==> src/rtl/kan_axis_pkg.sv <==
// Lane-slicing helpers and the lane enable mask type, shared by the KAN
// stream splitter and combiner.
package kan_axis_pkg;

   localparam int DEF_DATA_WIDTH = 16;
   localparam int DEF_CHANNELS   = 16;

   typedef logic [DEF_CHANNELS-1:0] lane_mask_t;

   // Bit offset of lane c inside a packed multi-lane word.
   function automatic int lane_offset(input int data_width, input int c);
      return data_width * c;
   endfunction

endpackage

==> src/rtl/axis_combiner_slot.sv <==
// One-entry lane slot: holds one beat (data + last) and a full bit.
// A write in the same cycle as a clear wins, so the slot stays full.
module axis_combiner_slot
   import kan_axis_pkg::*;
#(
   parameter int DATA_WIDTH = DEF_DATA_WIDTH
) (
   input  logic                  clk,
   input  logic                  rst,
   input  logic                  i_wr,
   input  logic [DATA_WIDTH-1:0] i_wr_data,
   input  logic                  i_wr_last,
   input  logic                  i_clr,
   output logic [DATA_WIDTH-1:0] o_data,
   output logic                  o_last,
   output logic                  o_full
);

   logic [DATA_WIDTH-1:0] r_data;
   logic                  r_last;
   logic                  r_full;

   always_ff @(posedge clk) begin
      if (rst) begin
         r_data <= '0;
         r_last <= 1'b0;
         r_full <= 1'b0;
      end else if (i_wr) begin
         r_data <= i_wr_data;
         r_last <= i_wr_last;
         r_full <= 1'b1;
      end else if (i_clr) begin
         r_full <= 1'b0;
      end
   end

   assign o_data = r_data;
   assign o_last = r_last;
   assign o_full = r_full;

endmodule

==> src/rtl/axis_combiner.sv <==
// Packs CHANNELS narrow AXI-Stream lanes into one wide word once every enabled
// lane holds a beat. Optional sticky tlast check: AXIS_COMBINER_TLAST_CHECK_EN.
module axis_combiner
   import kan_axis_pkg::*;
#(
   parameter int DATA_WIDTH = DEF_DATA_WIDTH,
   parameter int CHANNELS   = DEF_CHANNELS
) (
   input  logic                           clk,
   input  logic                           rst,
   input  logic [CHANNELS-1:0]            chan_en,
   input  logic [DATA_WIDTH*CHANNELS-1:0] s_axis_0_tdata,
   input  logic [CHANNELS-1:0]            s_axis_0_tvalid,
   output logic [CHANNELS-1:0]            s_axis_0_tready,
   input  logic [CHANNELS-1:0]            s_axis_0_tlast,
   output logic [DATA_WIDTH*CHANNELS-1:0] m_axis_0_tdata,
   output logic [CHANNELS-1:0]            m_axis_0_tkeep,
   output logic                           m_axis_0_tvalid,
   input  logic                           m_axis_0_tready,
   output logic                           m_axis_0_tlast
`ifdef AXIS_COMBINER_TLAST_CHECK_EN
   ,
   output logic                           err_tlast
`endif
);

   logic [CHANNELS-1:0]            w_full;
   logic [CHANNELS-1:0]            w_slot_last;
   logic [CHANNELS-1:0]            w_accept;
   logic [CHANNELS-1:0]            w_clr;
   logic [DATA_WIDTH*CHANNELS-1:0] w_slot_data;
   logic [DATA_WIDTH*CHANNELS-1:0] w_gather;
   logic                           w_ready_all;
   logic                           w_any_en;
   logic                           w_last_all;
   logic                           w_load;

   logic [DATA_WIDTH*CHANNELS-1:0] r_tdata;
   logic [CHANNELS-1:0]            r_tkeep;
   logic                           r_tvalid;
   logic                           r_tlast;

   // Disabled lanes count as satisfied, so the word waits only on enabled ones.
   assign w_ready_all = &(w_full | ~chan_en);
   assign w_any_en    = |chan_en;
   assign w_last_all  = &(w_slot_last | ~chan_en);
   assign w_load      = w_ready_all && w_any_en && (!r_tvalid || m_axis_0_tready);
   assign w_accept    = s_axis_0_tvalid & s_axis_0_tready;
   assign w_clr       = chan_en & {CHANNELS{w_load}};

   for (genvar gi = 0; gi < CHANNELS; gi++) begin : g_lane
      localparam int LO = lane_offset(DATA_WIDTH, gi);

      axis_combiner_slot #(
         .DATA_WIDTH (DATA_WIDTH)
      ) u_slot (
         .clk       (clk),
         .rst       (rst),
         .i_wr      (w_accept[gi]),
         .i_wr_data (s_axis_0_tdata[LO +: DATA_WIDTH]),
         .i_wr_last (s_axis_0_tlast[gi]),
         .i_clr     (w_clr[gi]),
         .o_data    (w_slot_data[LO +: DATA_WIDTH]),
         .o_last    (w_slot_last[gi]),
         .o_full    (w_full[gi])
      );

      assign w_gather[LO +: DATA_WIDTH] = chan_en[gi] ? w_slot_data[LO +: DATA_WIDTH] : '0;
      assign s_axis_0_tready[gi] = !rst && chan_en[gi] && (!w_full[gi] || w_load);
   end

   always_ff @(posedge clk) begin
      if (rst) begin
         r_tdata  <= '0;
         r_tkeep  <= '0;
         r_tvalid <= 1'b0;
         r_tlast  <= 1'b0;
      end else if (w_load) begin
         r_tdata  <= w_gather;
         r_tkeep  <= chan_en;
         r_tvalid <= 1'b1;
         r_tlast  <= w_last_all;
      end else if (r_tvalid && m_axis_0_tready) begin
         r_tvalid <= 1'b0;
      end
   end

   assign m_axis_0_tdata  = r_tdata;
   assign m_axis_0_tkeep  = r_tkeep;
   assign m_axis_0_tvalid = r_tvalid;
   assign m_axis_0_tlast  = r_tlast;

`ifdef AXIS_COMBINER_TLAST_CHECK_EN
   logic r_err_tlast;
   logic w_last_any;

   // Mixed last bits: some enabled lane ends a packet while another does not.
   assign w_last_any = |(w_slot_last & chan_en);

   always_ff @(posedge clk) begin
      if (rst) begin
         r_err_tlast <= 1'b0;
      end else if (w_load && w_last_any && !w_last_all) begin
         r_err_tlast <= 1'b1;
      end
   end

   assign err_tlast = r_err_tlast;
`endif

endmodule

==> config.mk <==
export PLATFORM = sky130hd
export DESIGN_NAME = axis_combiner
export DESIGN_NICKNAME = d
export VERILOG_FILES = /design/src/rtl/kan_axis_pkg.sv /design/src/rtl/axis_combiner_slot.sv /design/src/rtl/axis_combiner.sv
export SDC_FILE = /design/constraint.sdc
export NUM_CORES = 1
export LEC_CHECK = 0
export ABC_AREA = 1
export ABC_CLOCK_PERIOD_IN_PS = 1900
export BUFFER_PORTS_ARGS = -buffer_cell sky130_fd_sc_hd__buf_2
export CAP_MARGIN = 20
export CORE_MARGIN = 3
export CORE_UTILIZATION = 30
export CTS_CLUSTER_DIAMETER = 100
export DETAILED_ROUTE_END_ITERATION = 10
export PLACE_DENSITY_LB_ADDON = 0.05
export REMOVE_ABC_BUFFERS = 1
export SLEW_MARGIN = 15
export SYNTH_ARGS = -nofsm -noshare
export SYNTH_HDL_FRONTEND = slang
export SYNTH_SLANG_ARGS = --single-unit
==> constraint.sdc <==
create_clock -name clk -period 1.9 [get_ports clk]
set_input_delay 0.095 -clock clk [delete_from_list [all_inputs] [get_ports clk]]
set_output_delay 0.095 -clock clk [all_outputs]
set_load 0.01 [all_outputs]
Yosys cells after proc, flatten, opt, wreduce, memory -nomap -nowiden
Index checks and enable logic that the tools add are counted.

Flip-flop bits (word level): 562. Bits of input ports: 307. Output and inout bits: 290. Logic and storage cells: 197.

Mux-type cells: 50. Bitwise gates (word level): 5. Reduce and logical (&&, ||, !) cells: 90.

Operators by type and width (number): two-way mux 16 bit (16); logical AND 1 bit (35); two-way mux 1 bit (34); nonzero test 2 bit (17); bitwise AND 16 bit (2); OR 16 bit (2); AND reduction 16 bit (2); zero test 1 bit (18); logical OR 1 bit (17); inverter 16 bit (1); OR reduction 16 bit (1).

Longest topological paths before layout
Depth in word-level cells: 9. Depth in mapped cells: 14. Gate-level depth less buffers: 12.

Cells and area by module
A second synthesis with hierarchy kept.

Cell total of the unflattened synthesis: 3218. Area total of the unflattened synthesis: 23492.5 um^2.

Modules (own cells, without submodules): axis_combiner (instances 1, cells each 1970, area each 12962.4 um^2, sequential area each 5485.3 um^2); axis_combiner_slot (instances 16, cells each 78, area each 658.1 um^2, sequential area each 360.3 um^2).

Least setup slack after synthesis
Ideal clock, no wire load.

Kind: register to output. Start point: register g_lane[0].u_slot.r_full. End point: output port s_axis_0_tready[0]. Data arrival time: 1.671 ns. Required time: 1.805 ns. Path slack: 0.134 ns. Cell stages (with the launch flop): 12. Buffers on the path: 3. Cell sequence: dfxtp_1 > inv_1 > nand2_1 > nand2_1 > nor2_1 > nand2_1 > nor2_1 > nand2_2 > buf_6 > buf_2 > buf_2 > a21boi_0.

Cells in the longest elaborated chain, start to end: 6. Elaborated cells on any way between the ends: 7. Classes of those cells: bitwise (1); reduce/logical (6).

RTL lines: from (decl) (RTL line axis_combiner_slot.sv:21) `logic r_full;`; from (signal assigned) (RTL line axis_combiner_slot.sv:27) `r_full <= 1'b0;`; from (signal assigned) (RTL line axis_combiner_slot.sv:31) `r_full <= 1'b1;`; from (signal assigned) (RTL line axis_combiner_slot.sv:33) `r_full <= 1'b0;`; OR 16 bit (RTL line axis_combiner.sv:44) `assign w_ready_all = &(w_full | ~chan_en);`; AND reduction 16 bit (RTL line axis_combiner.sv:44); logical AND 1 bit (2 in a row) (RTL line axis_combiner.sv:47) `assign w_load = w_ready_all && w_any_en && (!r_tvalid || m_axis_0_tready);`; logical OR 1 bit * (RTL line axis_combiner.sv:69) `assign s_axis_0_tready[gi] = !rst && chan_en[gi] && (!w_full[gi] || w_load);`; logical AND 1 bit * (RTL line axis_combiner.sv:69); to (decl) (RTL line axis_combiner.sv:14) `output logic [CHANNELS-1:0] s_axis_0_tready,`.

Every way passes the cells marked *; elsewhere a longest branch is shown, timed or not.

Final worst setup path
Start point: register g_lane[7].u_slot.r_full. End point: output port s_axis_0_tready[8].

Cells in the longest elaborated chain, start to end: 6.

RTL lines (RTL line): from (decl) (axis_combiner_slot.sv:21); from (signal assigned) (axis_combiner_slot.sv:27); from (signal assigned) (axis_combiner_slot.sv:31); from (signal assigned) (axis_combiner_slot.sv:33); OR 16 bit (axis_combiner.sv:44); AND reduction 16 bit (axis_combiner.sv:44); logical AND 1 bit (2 in a row) (axis_combiner.sv:47); logical OR 1 bit (axis_combiner.sv:69); logical AND 1 bit (axis_combiner.sv:69).

Every way passes these cells.

==> reports/metrics.yaml <==
status: "finished with violations"
violations: "negative setup slack"
irDropWorstVdd_uv: 625
p_leak_uw: 0.0182
arrival_ps: 2240
grt_pass1_vias: 24900
switching_power_uw: 7260
p_int_uw: 21400
clk_latency_ps: 600
final_core_util: 0.457
final.setup.tns_ps: -101240
cp_data_required_time_ps: 1800
setup_slack_ps: -436
place_congestion: 0.779
areaGrowthSynthToFinish_pct: 49.4
cts_buffer_depth: 3
comb_power_share: 0.115
rsz0062_at_grt: "yes"
final-setup-viol-count: 549
layout_min_cycle_time_ps: 2340
floorplan.rows: 104
die_y_um: 294
place_area_sq_um: 30200
crit_path_end_kind: "output pin"
grt_use_total: 0.214
cts_tree: "built"
netlist_instances: 3691
wl_per_cell_um: 16.3
layout_commonest_cell: "nand2_1"
power.share.switching: 0.253
cpPeakStageDelay_ps: 380
cellPowerDensity_nw_per_um2: 773
path_delay_family: "buffers and inverters"
clk_pin_slew_worst_paths_ps: 60
ys_ff_latch: 562
yosysSeqAreaShare: 0.453
antenna_found_initial: 6
drtPass1Iterations: 5
syn_avg_cell_area_sq_um: 6.73
design_area_sq_um: 37100
clockRootBuffer: "clkbuf_16"
fill_cells: 8494
ios: 597
synth_area_sq_um: 24900
netlist.area_leader.share: 0.453
synth_top_area_cell: "dfxtp_1"
drc: 0
core_area_sq_um: 81300
fin_nets: 5029
ys_types: 24
ys_warn_count: 0
cpMostUsedCell: "buf_6"
start_util: 0.306
drive_gt1_frac: 0.248
hpwl_um: 65600
maxCapViolCount: 0
timing.fmax_mhz: 428
grt_max_degree: 68
path_cells: "inv_2 -> nand2_2 -> nand2_2 -> nor2_2 -> nand2_1 -> nor2_2 -> buf_6 -> nand2_8 -> buf_16 -> buf_6 -> a21boi_4 -> buf_6"
hold_ws_ps: 22.1
skew_ps: 24.9
slew_headroom: 0.307
crit_buf_inv: 5
crit_path_start_kind: "register"
vias_per_cell: 4.33
grt_pass1_wl_um: 145000
portBuffers: 596
fp.dieW_um: 294
critical_path_class: "reg2out"
p_total_uw: 28700
crit_start: "g_lane[7].u_slot.o_full"
vias: 25200
worst_slew_pin_slew_ps: 1040
ant_nets: 0
post-route-period-util: 1.23
clock-sinks: 562
p_clk_frac: 0.458
htree_levels: 3
slew_violations: 0
overflow: 0
crit_fanout: 7
cts_made_buffers: 69
drt_iter0_markers: 915
totalWireLength_um: 95400
layout_common_cells: "nand2_1, inv_1, buf_2"
ys_top_cells_by_area: "dfxtp_1, nand2_1, inv_1, nand4_1, a21oi_1"
min_path_type: "in2reg"
reg2reg_from: "g_lane[7].u_slot.o_full"
hold_viol: 0
crit_path_top_delay_cell: "dfxtp_4"
pwr-share-seq: 0.427
dieArea_sq_um: 86300
hold_start: "rst"
[synth_stat cells]
master	instances
nand2_1	1071
inv_1	797
dfxtp_1	562
nor2_1	306
a21oi_1	293
nand4_1	274
clkbuf_1	90
buf_2	67
inv_2	66
nand3_1	48
buf_1	28
buf_6	18
a21boi_0	16
nand3_4	15
nand2_4	13
nor2_4	13
o22ai_1	5
nand2_2	2
nand2_8	2
nand3_2	1
nor2_2	1
o211ai_1	1
o21ai_0	1
o21ai_1	1
[final timing paths]
path                              end  slack, ps  depth (start not counted)
hold / removal     m_axis_0_tkeep[11]         20                          3
hold reg to reg   m_axis_0_tdata[128]        440                          2
setup reg to reg   m_axis_0_tdata[96]       -390                         17
setup / recovery   s_axis_0_tready[8]       -440                         12
[worst reg2reg max path, cell delays in order (launching register included)]
cell     delay (ps)
dfxtp_4         380
inv_2            40
nand2_2          50
nand2_2          60
nor2_2          100
nand2_1          60
nor2_2          120
buf_6           120
nand2_8         100
buf_4           180
buf_6           100
buf_6           140
buf_4           170
buf_4           150
nor2_4          120
buf_6           160
nand2_1          60
a21oi_1         120
[layer usage]
| metal | track usage | vias to the layer above | part of all wire |
|---|---|---|---|
| met5 | 0 | - | 0.00036 |
| met4 | 0.0716 | 6 | 0.031 |
| met3 | 0.0331 | 150 | 0.040 |
| met2 | 0.358 | 495 | 0.47 |
| met1 | 0.282 | 11400 | 0.46 |
| li1 | - | 13200 | - |
[cell type report]
class / instances / area (sq um) / area share
antenna: 3 / 7.51 / 0.000202
tap: 1060 / 1330 / 0.0357
clock buffer: 105 / 2080 / 0.0561
inverter: 863 / 3250 / 0.0876
multi-input combinational: 2077 / 10100 / 0.271
timing repair buffer: 1149 / 8970 / 0.242
sequential: 562 / 11300 / 0.303
clock inverter: 16 / 168 / 0.00451
[flip-flops by register name (all words and copies together) (netlist names)]
register	count
g_lane.u_slot.o_last	16
g_lane.u_slot.o_full	16
g_lane.u_slot.o_data	256
m_axis_0_tkeep	16
m_axis_0_tdata	256
m_axis_0_tlast	1
m_axis_0_tvalid	1
[power by group through the flow]
stage | combinational, uW | clock (uW) | sequential, uW
3_3_place_gp | 2590 | 0 | 12500
6_report | 3300 | 13100 | 12300
3_5_place_dp | 2590 | 0 | 12500
2_1_floorplan | 1370 | 0 | 12500
5_1_grt | 3690 | 14000 | 12300
4_1_cts | 3260 | 13600 | 12300
[cell families after synthesis]
| group | count (synthesis) | share of synthesized area |
|---|---|---|
| buffers and inverters | 1066 | 0.170 |
| AND/OR/NAND/NOR | 1746 | 0.312 |
| AO/OA/AOI/OAI | 317 | 0.0658 |
| flip-flops | 562 | 0.453 |
[what timing repair did]
action | 4_1_cts | 5_1_grt
setup endpoints to repair | 554 | 578
gates resized for setup | 163 | 96
hold buffers | 298 | 0
gates cloned | 21 | 3
endpoints found under the hold margin | 296 | 0
buffers inserted | 44 | 8
pin swaps | 28 | 41
[per-stage QoR]
stage,cells,setup WS [ps]
6_report,5835,-436
4_1_cts,5825,-582
5_1_grt,5834,-587
2_1_floorplan,3488,-4050
3_5_place_dp,5343,-439
3_3_place_gp,5343,-475
Note: power is estimated with default switching activity, not from simulation.
